--- src/rtl/loop_ctl_pkg.sv ---
// Shared types and constants for the loop-telemetry receivers.
package loop_ctl_pkg;

    // Default counter/result width for duty measurements.
    localparam int unsigned CNT_W_DEFAULT = 10;

    // Measurement FSM states.
    typedef enum logic [1:0] {
        StIdle  = 2'd0,
        StHigh  = 2'd1,
        StLow   = 2'd2,
        StStuck = 2'd3
    } pwm_state_e;

    // One completed measurement at the default width, for downstream consumers.
    typedef struct packed {
        logic [CNT_W_DEFAULT-1:0] high;
        logic [CNT_W_DEFAULT-1:0] period;
    } meas_t;

endpackage

--- src/rtl/pwm_sync_edge.sv ---
// Multi-flop synchronizer for an asynchronous level plus rising-edge detect.
// SYNC_STAGES must be at least 2.
module pwm_sync_edge #(
    parameter int unsigned SYNC_STAGES = 2
) (
    input  logic clk,
    input  logic rst_n,
    input  logic din,
    output logic pwm_s,
    output logic rise
);

    logic [SYNC_STAGES-1:0] sync_q;
    logic                   pwm_d_q;

    // Shift the async input through the chain; keep a one-cycle delayed copy.
    always_ff @(posedge clk) begin
        if (!rst_n) begin
            sync_q  <= '0;
            pwm_d_q <= 1'b0;
        end else begin
            sync_q  <= {sync_q[SYNC_STAGES-2:0], din};
            pwm_d_q <= sync_q[SYNC_STAGES-1];
        end
    end

    assign pwm_s = sync_q[SYNC_STAGES-1];
    assign rise  = pwm_s & ~pwm_d_q;

endmodule

--- src/rtl/pwm_duty_decoder.sv ---
// Measures high time and period of the PWM gate command in clock cycles and
// presents each completed period on a valid/ready interface.
module pwm_duty_decoder
    import loop_ctl_pkg::*;
#(
    parameter int unsigned CNT_W       = CNT_W_DEFAULT,
    parameter int unsigned SYNC_STAGES = 2
) (
    input  logic             CELCLK,
    input  logic             CELRSTN,
    input  logic             CELV,
    input  logic             CELG,
    input  logic             SUB,
    input  logic             pwm_i,
    output logic             meas_valid_o,
    input  logic             meas_ready_i,
    output logic [CNT_W-1:0] high_o,
    output logic [CNT_W-1:0] period_o,
    output logic             overrun_o,
    output logic             stuck_o,
    output logic             stuck_lvl_o
);

    localparam logic [CNT_W-1:0] CNT_MAX = {CNT_W{1'b1}};
    localparam logic [CNT_W-1:0] CNT_ONE = CNT_W'(1);

    // Power/substrate pins carry no logic.
    logic unused_pins;
    assign unused_pins = CELV ^ CELG ^ SUB;

    logic pwm_s;
    logic rise;

    pwm_sync_edge #(
        .SYNC_STAGES(SYNC_STAGES)
    ) u_sync (
        .clk  (CELCLK),
        .rst_n(CELRSTN),
        .din  (pwm_i),
        .pwm_s(pwm_s),
        .rise (rise)
    );

    pwm_state_e       state_q, state_d;
    logic [CNT_W-1:0] period_q, period_d;
    logic [CNT_W-1:0] high_q, high_d;

    // Capture pulse and data, one cycle ahead of the output register.
    logic             cap_q, cap_d;
    logic [CNT_W-1:0] cap_high_q, cap_high_d;
    logic [CNT_W-1:0] cap_period_q, cap_period_d;

    logic             valid_q, valid_d;
    logic [CNT_W-1:0] high_out_q, high_out_d;
    logic [CNT_W-1:0] period_out_q, period_out_d;
    logic             overrun_q, overrun_d;
    logic             accept;

    // Measurement FSM and counter state.
    always_ff @(posedge CELCLK) begin
        if (!CELRSTN) begin
            state_q      <= StIdle;
            period_q     <= '0;
            high_q       <= '0;
            cap_q        <= 1'b0;
            cap_high_q   <= '0;
            cap_period_q <= '0;
        end else begin
            state_q      <= state_d;
            period_q     <= period_d;
            high_q       <= high_d;
            cap_q        <= cap_d;
            cap_high_q   <= cap_high_d;
            cap_period_q <= cap_period_d;
        end
    end

    // Next-state: count high/low cycles, capture on the closing rise, saturate to STUCK.
    always_comb begin
        state_d      = state_q;
        period_d     = period_q;
        high_d       = high_q;
        cap_d        = 1'b0;
        cap_high_d   = cap_high_q;
        cap_period_d = cap_period_q;
        unique case (state_q)
            StIdle: begin
                if (rise) begin
                    state_d  = StHigh;
                    period_d = CNT_ONE;
                    high_d   = CNT_ONE;
                end
            end
            StHigh: begin
                if (period_q == CNT_MAX) begin
                    state_d = StStuck;
                end else if (pwm_s) begin
                    period_d = period_q + CNT_ONE;
                    high_d   = high_q + CNT_ONE;
                end else begin
                    period_d = period_q + CNT_ONE;
                    state_d  = StLow;
                end
            end
            StLow: begin
                // A rise closes the period even when the counter sits at its maximum.
                if (rise) begin
                    cap_d        = 1'b1;
                    cap_high_d   = high_q;
                    cap_period_d = period_q;
                    period_d     = CNT_ONE;
                    high_d       = CNT_ONE;
                    state_d      = StHigh;
                end else if (period_q == CNT_MAX) begin
                    state_d = StStuck;
                end else begin
                    period_d = period_q + CNT_ONE;
                end
            end
            StStuck: begin
                // Partial period is discarded; counting restarts on the next rise.
                if (rise) begin
                    period_d = CNT_ONE;
                    high_d   = CNT_ONE;
                    state_d  = StHigh;
                end
            end
            default: state_d = StIdle;
        endcase
    end

    assign accept = valid_q & meas_ready_i;

    // Output holding register and sticky overrun.
    always_ff @(posedge CELCLK) begin
        if (!CELRSTN) begin
            valid_q      <= 1'b0;
            high_out_q   <= '0;
            period_out_q <= '0;
            overrun_q    <= 1'b0;
        end else begin
            valid_q      <= valid_d;
            high_out_q   <= high_out_d;
            period_out_q <= period_out_d;
            overrun_q    <= overrun_d;
        end
    end

    // Load on capture when the slot is free or being emptied; otherwise drop and flag.
    always_comb begin
        valid_d      = valid_q;
        high_out_d   = high_out_q;
        period_out_d = period_out_q;
        overrun_d    = overrun_q;
        if (accept) begin
            valid_d   = 1'b0;
            overrun_d = 1'b0;
        end
        if (cap_q) begin
            if (!valid_q || accept) begin
                valid_d      = 1'b1;
                high_out_d   = cap_high_q;
                period_out_d = cap_period_q;
            end else begin
                overrun_d = 1'b1;
            end
        end
    end

    assign meas_valid_o = valid_q;
    assign high_o       = high_out_q;
    assign period_o     = period_out_q;
    assign overrun_o    = overrun_q;
    assign stuck_o      = (state_q == StStuck);
    assign stuck_lvl_o  = stuck_o & pwm_s;

endmodule

--- config.mk ---
export PLATFORM = sky130hd
export DESIGN_NAME = pwm_duty_decoder
export DESIGN_NICKNAME = d
export VERILOG_FILES = /design/src/rtl/loop_ctl_pkg.sv /design/src/rtl/pwm_sync_edge.sv /design/src/rtl/pwm_duty_decoder.sv
export SDC_FILE = /design/constraint.sdc
export NUM_CORES = 1
export LEC_CHECK = 0
export BUFFER_PORTS_ARGS = -buffer_cell sky130_fd_sc_hd__buf_2
export CORE_MARGIN = 8
export CORE_UTILIZATION = 40
export DETAILED_ROUTE_END_ITERATION = 6
export GPL_TIMING_DRIVEN = 0
export SYNTH_ARGS = -nofsm -noshare
export SYNTH_HDL_FRONTEND = slang
export SYNTH_HIERARCHICAL = 1
export SYNTH_SLANG_ARGS = --single-unit
--- constraint.sdc ---
create_clock -name CELCLK -period 5.61 [get_ports CELCLK]
set_clock_uncertainty 0.2 [all_clocks]
set_input_delay 0.561 -clock CELCLK [delete_from_list [all_inputs] [get_ports CELCLK]]
set_output_delay 0.561 -clock CELCLK [all_outputs]
set_load 0.01 [all_outputs]
==> results.cfg, run 1 <==
[run_status]
status = completed

[synthesis]
synth-edff-count = 0
syn_area_mm2 = 0.00286
yosys.area.top_type = dfxtp_1
synth_ff_type = dfxtp_1
synthesis.nets = 359
synth_area_leaders = dfxtp_1 48%, nand2_1 12%, a21oi_1 10%
yosysSeqAreaShare_pct = 47.7
synth-seq-cells = 68
synth_top_area_share_pct = 47.7
yosys_warnings = 6
syn_area_per_cell_um2 = 8.26
ys_types = 42
async_flop_share_pct = 0
syn_inst = 346

[die]
rows = 31
initial_core_util_pct = 40.2
ios = 31
coreArea_mm2 = 0.00710
die_w_um = 101
die_h_um = 101
dieArea_mm2 = 0.0101

[placement]
dpl_worst_slack_ns = 3.18
gp_congestion = 0.820
post-dp-hpwl_mm = 4.44
port_buffers = 27

[timing]
drv_slew = 0
setup-violations-final = 0
tns_ns = 0
rsz0062_at_grt = false
worst_pin_slew_ns = 0.873
fin_crit_ns = 2.44
finalHoldViolCount = 0
fin_ws_ns = 3.17
fmax_mhz = 410
post-route-period-util_pct = 43.5
maxSlewHeadroom_pct = 41.3

[worst_setup_path]
critPathArrivalTime_ns = 2.45
r2r_setup_slack_ns = 3.17
crit_fanout = 10
cp.required_ns = 5.61
ff2ff_path_depth = 6
start_kind = register
timing.rr.start = state_q[0]$_SDFFE_PN0P_
path_class = register to register
r2r_end = period_q[4]$_SDFFE_PN0P_
cp-end-kind = register
cp-endpoint = period_q[4]$_SDFFE_PN0P_
startpoint = state_q[0]$_SDFFE_PN0P_

[grt]
first_global_vias = 2317
grt_max_degree = 13
grt_util_all_layers_pct = 13.1
antenna_found_initial = 0
overflow = 0
grt_pass1_wl_mm = 10.7

[finish]
drive_above_1_share_pct = 14.2
n_fill_cell = 743
diodes = 0
syn2layout_area_growth_pct = 16.6
nets = 397
final_cell_mix = 94 x nand2_1, 68 x dfxtp_1, 57 x a21oi_1
final_common_cell = nand2_1

[route]
num_vias = 2435
initialDrtViolationCount = 134
routed_wl_mm = 6.25
ant_nets = 0
routedWlPerCell_um = 12.8
drtPass1Iterations = 4
drc = 0
via_per_inst = 5.00

[flow_run]
maxCapViolCount = 0

[clock_tree]
post_cts_resized = 0
h-tree-depth = 3
cts_buffers = 9
cts.sinks = 68
cts_tree = built
clk_pin_slew_ns = 0.08
ctsHoldBuffers = 0
cts_buffer_depth = 2
worst_skew_pair.late_latency_ns = 0.34
cts_setup_buffers = 0
cts-root-buf = clkbuf_8

[power]
power.density_mw_per_mm2 = 345
cellLeakagePower_nw = 1.16
vdd_ir_drop_max_mv = 0.153

[worst_hold_path]
hp-class = primary input to register
[state kept, by name, summed over array words and instances, names as in the netlist]
register / count
period_q: 10
cap_period_q: 10
period_o: 10
meas_valid_o: 1
high_q: 10
u_sync/sync_q: 2
u_sync/pwm_d_q: 1
cap_q: 1
overrun_o: 1
state_q: 2
high_o: 10
cap_high_q: 10
[critical path: stages, from the launching register on]
cell and delay [ns]:
dfxtp_1 0.40, inv_1 0.07, ha_1 0.34, nor2b_1 0.16, clkbuf_1 0.23, o31ai_1 0.80
nor2_1 0.11
[synthesized netlist by cell type, types with 4 or more instances]
library cell / number
nor2_1: 10
nand3_1: 6
nand2b_1: 4
dfxtp_1: 68
ha_1: 6
nand4_1: 6
a31oi_1: 4
nand2_1: 94
clkbuf_1: 11
a211oi_1: 5
a21oi_1: 57
o31ai_1: 11
inv_1: 6
buf_6: 4
and2_1: 8
buf_1: 4
or4_1: 8
[through the flow]
step / hold WS (ns) / cell area [um2] / total power, mW / util (%) / instances
final: 0.210 / 3330 / 1.15 / 46.9 / 487
after global routing: 0.199 / 3330 / 1.21 / 46.9 / 487
after CTS: 0.198 / 3330 / 1.15 / 46.9 / 487
after detailed placement: 0.218 / 3120 / 0.712 / 43.9 / 472
after global placement: 0.210 / 3120 / 0.712 / 43.9 / 472
after floorplan: 0.206 / 2860 / 0.666 / - / 346
[metal layers]
| layer | part of all wire (%) | up-vias | global-route usage [%] |
|---|---|---|---|
| met5 | 0 | - | 0 |
| met4 | 1.5 | 0 | 5.58 |
| met3 | 5.8 | 8 | 4.49 |
| met2 | 41 | 41 | 19.8 |
| met1 | 51 | 1089 | 16.4 |
| li1 | - | 1297 | - |
[final cells by class]
type,instances,area [um2],share of cell area (%)
buffer,20,106,3.19
timing repair buffer,27,135,4.06
multi-input combinational,251,1360,40.9
clock inverter,6,90.1,2.71
clock buffer,9,124,3.72
sequential,68,1360,40.9
inverter,7,26.3,0.789
tap,99,124,3.72
[where the power goes]
| part | internal, mW | leakage [nW] | switching (mW) |
|---|---|---|---|
| combinational | 0.0621 | 0.505 | 0.124 |
| sequential | 0.498 | 0.549 | 0.0200 |
| clock | 0.248 | 0.105 | 0.196 |
[worst min path at each step]
stage,from,end,cells after the start
after floorplan,u_sync/sync_q[0]$_SDFF_PN0_,u_sync/sync_q[1]$_SDFF_PN0_,1
after global placement,u_sync/sync_q[0]$_SDFF_PN0_,u_sync/sync_q[1]$_SDFF_PN0_,1
after detailed placement,u_sync/sync_q[0]$_SDFF_PN0_,u_sync/sync_q[1]$_SDFF_PN0_,1
after CTS,meas_ready_i,overrun_o$_SDFF_PN0_,2
after global routing,meas_ready_i,overrun_o$_SDFF_PN0_,2
final,meas_ready_i,overrun_o$_SDFF_PN0_,2
[cell families (layout without fill, tap and decap cells)]
family	count (synthesis)	count (layout)	share of synthesized area (%)
compound gates	95	95	20.2
xor+xnor	2	2	0.613
fa+ha+maj	6	6	2.63
buf+inv	27	69	4.64
flops	68	68	47.7
simple gates	148	148	24.3
No activity file was read; power rests on OpenSTA's default activity.
==> run 2: changes to the inputs <==
ABC_AREA = 1   (was not set)
clock period = 2.3 ns   (was 5.61 ns; I/O delays follow)
==> results.cfg, run 2 <==
[power]
p_sw_share_pct = 30.2
vdd_ir_drop_max_mv = 0.483
p_switching_mw = 0.945
internal-power_mw = 2.18
combPwrFrac_pct = 20.0
p_total_mw = 3.12
cellLeakagePower_nw = 1.42
pwr-share-seq_pct = 42.2
power.density_mw_per_mm2 = 899
clkPwrFrac_pct = 37.8

[die]
die_h_um = 102
ios = 31
die_w_um = 102
rows = 31
coreArea_mm2 = 0.00718
dieArea_mm2 = 0.0103
initial_core_util_pct = 40.9

[synthesis]
synth_top_family_by_area = simple AND/OR/NAND/NOR gates
async_flop_share_pct = 0
yosys_warnings = 6
synth_area_leaders = dfxtp_1 46%, nor2_1 11%, nand2_1 9.1%
synth_ff_type = dfxtp_1
synth-edff-count = 0
ys_types = 29
synth_most_common_cell = nor2_1
synthesis.nets = 413
yosys.area.top_type = dfxtp_1
synthMuxAreaShare_pct = 0
synth_top_area_share_pct = 46.3
synth-seq-cells = 68
syn_area_mm2 = 0.00294
synth-simple-area-share_pct = 27.4
synth_xor_area_share_pct = 1.49
syn_inst = 400
yosysSeqAreaShare_pct = 46.3
synthTopCellsByCount = 86 x nor2_1, 71 x nand2_1, 68 x dfxtp_1, 45 x o21ai_0, 37 x inv_1
synth_compound_area_share_pct = 15.5
syn_area_per_cell_um2 = 7.34
synth-adder-area-share_pct = 2.56

[grt]
grt_pass1_wl_mm = 11.2
grt_max_degree = 13
first_global_vias = 2410
grt_util_all_layers_pct = 13.8
overflow = 0
antenna_found_initial = 0

[placement]
placed_area_mm2 = 0.00320
gp_congestion = 0.828
dpl_worst_slack_ns = 0.432
port_buffers = 27
placed_cells = 526
post-dp-hpwl_mm = 4.68

[clock_tree]
cts_buffer_depth = 2
cts-root-buf = clkbuf_8
cts_buffers = 9
h-tree-depth = 3
worst_skew_pair.late_latency_ns = 0.35
cts_setup_buffers = 0
cts_tree = built
ctsHoldBuffers = 4
clk_pin_slew_ns = 0.07
post_cts_resized = 0
cts.sinks = 68

[finish]
nets = 455
final_cells = 546
final_common_cell = nor2_1
final_area_mm2 = 0.00348
final_cell_mix = 86 x nor2_1, 71 x nand2_1, 68 x dfxtp_1
diodes = 0
final_util_pct = 48.5
syn2layout_area_growth_pct = 18.4
drive_above_1_share_pct = 14.1

[worst_setup_path]
path_class = primary input to register
r2r_setup_slack_ns = 0.41
cp-end-kind = register
cp.required_ns = 2.37
r2r_end = period_q[9]$_SDFFE_PN0P_
crit_fanout = 10
start_kind = primary input
ff2ff_path_depth = 7
timing.rr.start = state_q[0]$_SDFFE_PN0P_
critPathArrivalTime_ns = 1.97

[timing]
fin_ws_ns = 0.398
rsz0062_at_grt = false
tns_ns = 0
drv_slew = 0
setup-violations-final = 0
fmax_mhz = 526
finalHoldViolCount = 0
post-route-period-util_pct = 82.7
hold_ws_ns = 0.221
maxSlewHeadroom_pct = 68.4
fin_crit_ns = 1.90
worst_pin_slew_ns = 0.474

[flow_run]
maxCapViolCount = 0

[route]
num_vias = 2552
route.met2.wl_mm = 2.65
routedWlPerCell_um = 11.8
initialDrtViolationCount = 166
via_per_inst = 4.67
route.met3.wl_um = 355
drtPass1Iterations = 4
ant_nets = 0
wl_met1_mm = 3.25
highest_layer = met4
drc = 0
routed_wl_mm = 6.43

[worst_hold_path]
hp-class = register to register
hold-path-cell-count = 2
hold_start = u_sync/sync_q[0]$_SDFF_PN0_
hold-path-endpoint = u_sync/sync_q[1]$_SDFF_PN0_

[run_status]
status = completed
==> run 2: final cells by class <==
cell class	count	area (um2)
fillers	746	3700
multi-input cells	280	1380
flip-flops and latches	68	1360
repair buffers	31	175
inverters	37	139
clock buffers	10	128
well taps	99	124
clock inverters	6	113
plain buffers	15	57.6
==> run 2: cell families after synthesis <==
kind of cell / Yosys count
adders and majority gates: 6
xor gates and xnor gates: 5
buffers and inverters: 52
DFF: 68
and+or+nand+nor: 187
AOI/OAI and AO/OA: 82
==> run 2: how the worst max path moves through the flow <==
| stage | from | to | slack (ns) |
|---|---|---|---|
| 2_1_floorplan | state_q[0]$_SDFFE_PN0P_ | period_q[8]$_SDFFE_PN0P_ | 0.64 |
| 3_3_place_gp | state_q[0]$_SDFFE_PN0P_ | period_q[9]$_SDFFE_PN0P_ | 0.40 |
| 3_5_place_dp | state_q[0]$_SDFFE_PN0P_ | period_q[9]$_SDFFE_PN0P_ | 0.43 |
| 4_1_cts | state_q[0]$_SDFFE_PN0P_ | period_q[9]$_SDFFE_PN0P_ | 0.42 |
| 5_1_grt | state_q[0]$_SDFFE_PN0P_ | period_q[7]$_SDFFE_PN0P_ | 0.21 |
| 6_report | CELRSTN | cap_high_q[9]$_SDFFE_PN0P_ | 0.40 |
==> run 2: metal layers <==
metal,vias to the layer above,track usage (%)
li1,1361,-
met1,1138,17.6
met2,40,20.3
met3,13,4.05
met4,0,7.33
met5,-,0
==> run 2: power by group through the flow <==
stage          logic [mW]  registers (mW)  clock network, mW
2_1_floorplan       0.478            1.33                  0
6_report            0.626            1.32               1.18
4_1_cts             0.630            1.32               1.21
3_5_place_dp        0.619            1.35                  0
5_1_grt             0.718            1.33               1.28
3_3_place_gp        0.616            1.34                  0
==> run 2: worst max-delay path, stage by stage <==
cell           delay (ns)
dlygate4sd3_1        0.51
buf_2                0.12
clkbuf_1             0.34
buf_1                0.43
o21ai_0              0.17
a21oi_1              0.16
==> run 3: changes to the inputs <==
clock period = 1.55 ns   (was 2.3 ns; I/O delays follow)
==> results.cfg, run 3 (synthesized netlist as in run 2, its figures left out) <==
[finish]
final_cell_mix = 79 x nor2_1, 56 x dfxtp_1, 52 x nand2_1
diodes = 0
n_fill_cell = 684
drive_above_1_share_pct = 32.2
nets = 468
syn2layout_area_growth_pct = 31.2
final_common_cell = nor2_1
final_area_mm2 = 0.00385

[timing]
hold_ws_ns = 0.159
maxSlewHeadroom_pct = 68.4
finalHoldViolCount = 0
fin_crit_ns = 1.56
worst_pin_slew_ns = 0.474
fmax_mhz = 640
fin_ws_ns = -0.0132
drv_slew = 0
setup-violations-final = 3
rsz0062_at_grt = true
post-route-period-util_pct = 101
tns_ns = -0.0200

[grt]
grt_util_all_layers_pct = 14.2
first_global_vias = 2483
grt_pass1_wl_mm = 11.6
grt_max_degree = 13
overflow = 0
antenna_found_initial = 0

[die]
rows = 31
dieArea_mm2 = 0.0103
coreArea_mm2 = 0.00718
ios = 31
die_w_um = 102
initial_core_util_pct = 40.9
die_h_um = 102

[worst_hold_path]
hold_start = CELRSTN
hold-path-endpoint = cap_period_q[3]$_SDFFE_PN0P_
hp-class = primary input to register
hold-path-cell-count = 4

[flow_run]
maxCapViolCount = 0

[route]
routed_wl_mm = 6.85
drtPass1Iterations = 4
routedWlPerCell_um = 12.2
drc = 0
initialDrtViolationCount = 141
num_vias = 2635
ant_nets = 0
via_per_inst = 4.71

[power]
vdd_ir_drop_max_mv = 0.811
cellLeakagePower_nw = 1.52
power.density_mw_per_mm2 = 1330

[worst_setup_path]
max_stage_delay_ns = 0.36
start_kind = register
r2r_setup_slack_ns = -0.01
timing.rr.start = period_q[1]$_SDFFE_PN0P_
r2r_end = high_q[2]$_SDFFE_PN0P_
cp-end-kind = register
cp_cell_sequence = ha_4, inv_2, nor2_4, nand3_4, nand2_4, a21oi_4, buf_6, nand2_1, a21oi_2
cp.required_ns = 1.62
ff2ff_path_depth = 9
slowest_stage = dfxtp_4
critPathArrivalTime_ns = 1.63
crit_fanout = 5
path_class = register to register

[clock_tree]
clk_pin_slew_ns = 0.08
cts.sinks = 68
worst_skew_pair.late_latency_ns = 0.34
h-tree-depth = 3
cts_buffers = 9
cts_tree = built
cts_buffer_depth = 2
cts-root-buf = clkbuf_8

[placement]
port_buffers = 27
gp_congestion = 0.829
dpl_worst_slack_ns = -0.279
post-dp-hpwl_mm = 4.69
placed_area_mm2 = 0.00322

[run_status]
status = complete, but fails checks
violations = negative setup slack
[run 3: area by class of cell]
type	instances	area [um2]	share of cell area [%]
timing repair buffer	43	285	7.40
buffer	15	83.8	2.18
clock buffer	10	138	3.57
multi-input combinational	281	1620	42.1
sequential	68	1390	36.2
inverter	37	144	3.73
clock inverter	6	63.8	1.66
tap	99	124	3.21
[run 3: what timing repair did]
item / CTS / global route
setup endpoints to repair: 42 / 63
hold buffers: 4 / 0
hold endpoints to repair: 5 / 0
pin swaps: 14 / 8
cloned: 1 / 0
buffers inserted: 8 / 4
gates resized for setup: 50 / 52
[run 3: worst max-delay path, delay by kind of cell (launching register included)]
family | cells | cell delay (ns)
flops | 1 | 0.36
simple gates | 4 | 0.29
compound gates | 2 | 0.27
buf+inv | 2 | 0.21
fa+ha+maj | 1 | 0.16
[run 3: how the worst max path moves through the flow]
| stage | slack, ns | to | startpoint |
|---|---|---|---|
| global route | -0.13 | high_q[9]$_SDFFE_PN0P_ | high_q[3]$_SDFFE_PN0P_ |
| finish | -0.01 | high_q[2]$_SDFFE_PN0P_ | period_q[1]$_SDFFE_PN0P_ |
| floorplan | 0.006 | period_q[4]$_SDFFE_PN0P_ | period_q[0]$_SDFFE_PN0P_ |
| detailed placement | -0.28 | high_q[4]$_SDFFE_PN0P_ | period_q[0]$_SDFFE_PN0P_ |
| CTS | -0.02 | high_q[2]$_SDFFE_PN0P_ | period_q[0]$_SDFFE_PN0P_ |
| global placement | -0.23 | cap_period_q[3]$_SDFFE_PN0P_ | u_sync/sync_q[1]$_SDFF_PN0_ |
[run 3: report_power, final]
| group | internal (mW) | switching, mW |
|---|---|---|
| Sequential | 1.89 | 0.120 |
| Combinational | 0.713 | 0.944 |
| Clock | 0.783 | 0.676 |
| Total | 3.39 | 1.74 |
[run 3: layer usage]
| layer | wire length [um] | vias up | GRT usage [%] |
|---|---|---|---|
| li1 | - | 1389 | - |
| met3 | 356 | 16 | 3.09 |
| met1 | 3310 | 1175 | 18.3 |
| met2 | 3020 | 55 | 22.2 |
| met5 | 0 | - | 0 |
| met4 | 161 | 0 | 5.96 |
[run 3: per-stage QoR]
step	total power, mW	util [%]	std cells
after floorplan	2.73	-	400
after global placement	2.97	44.8	526
after detailed placement	2.97	44.8	526
after CTS	4.82	51.2	555
after global routing	5.44	53.7	559
final	5.13	53.7	559
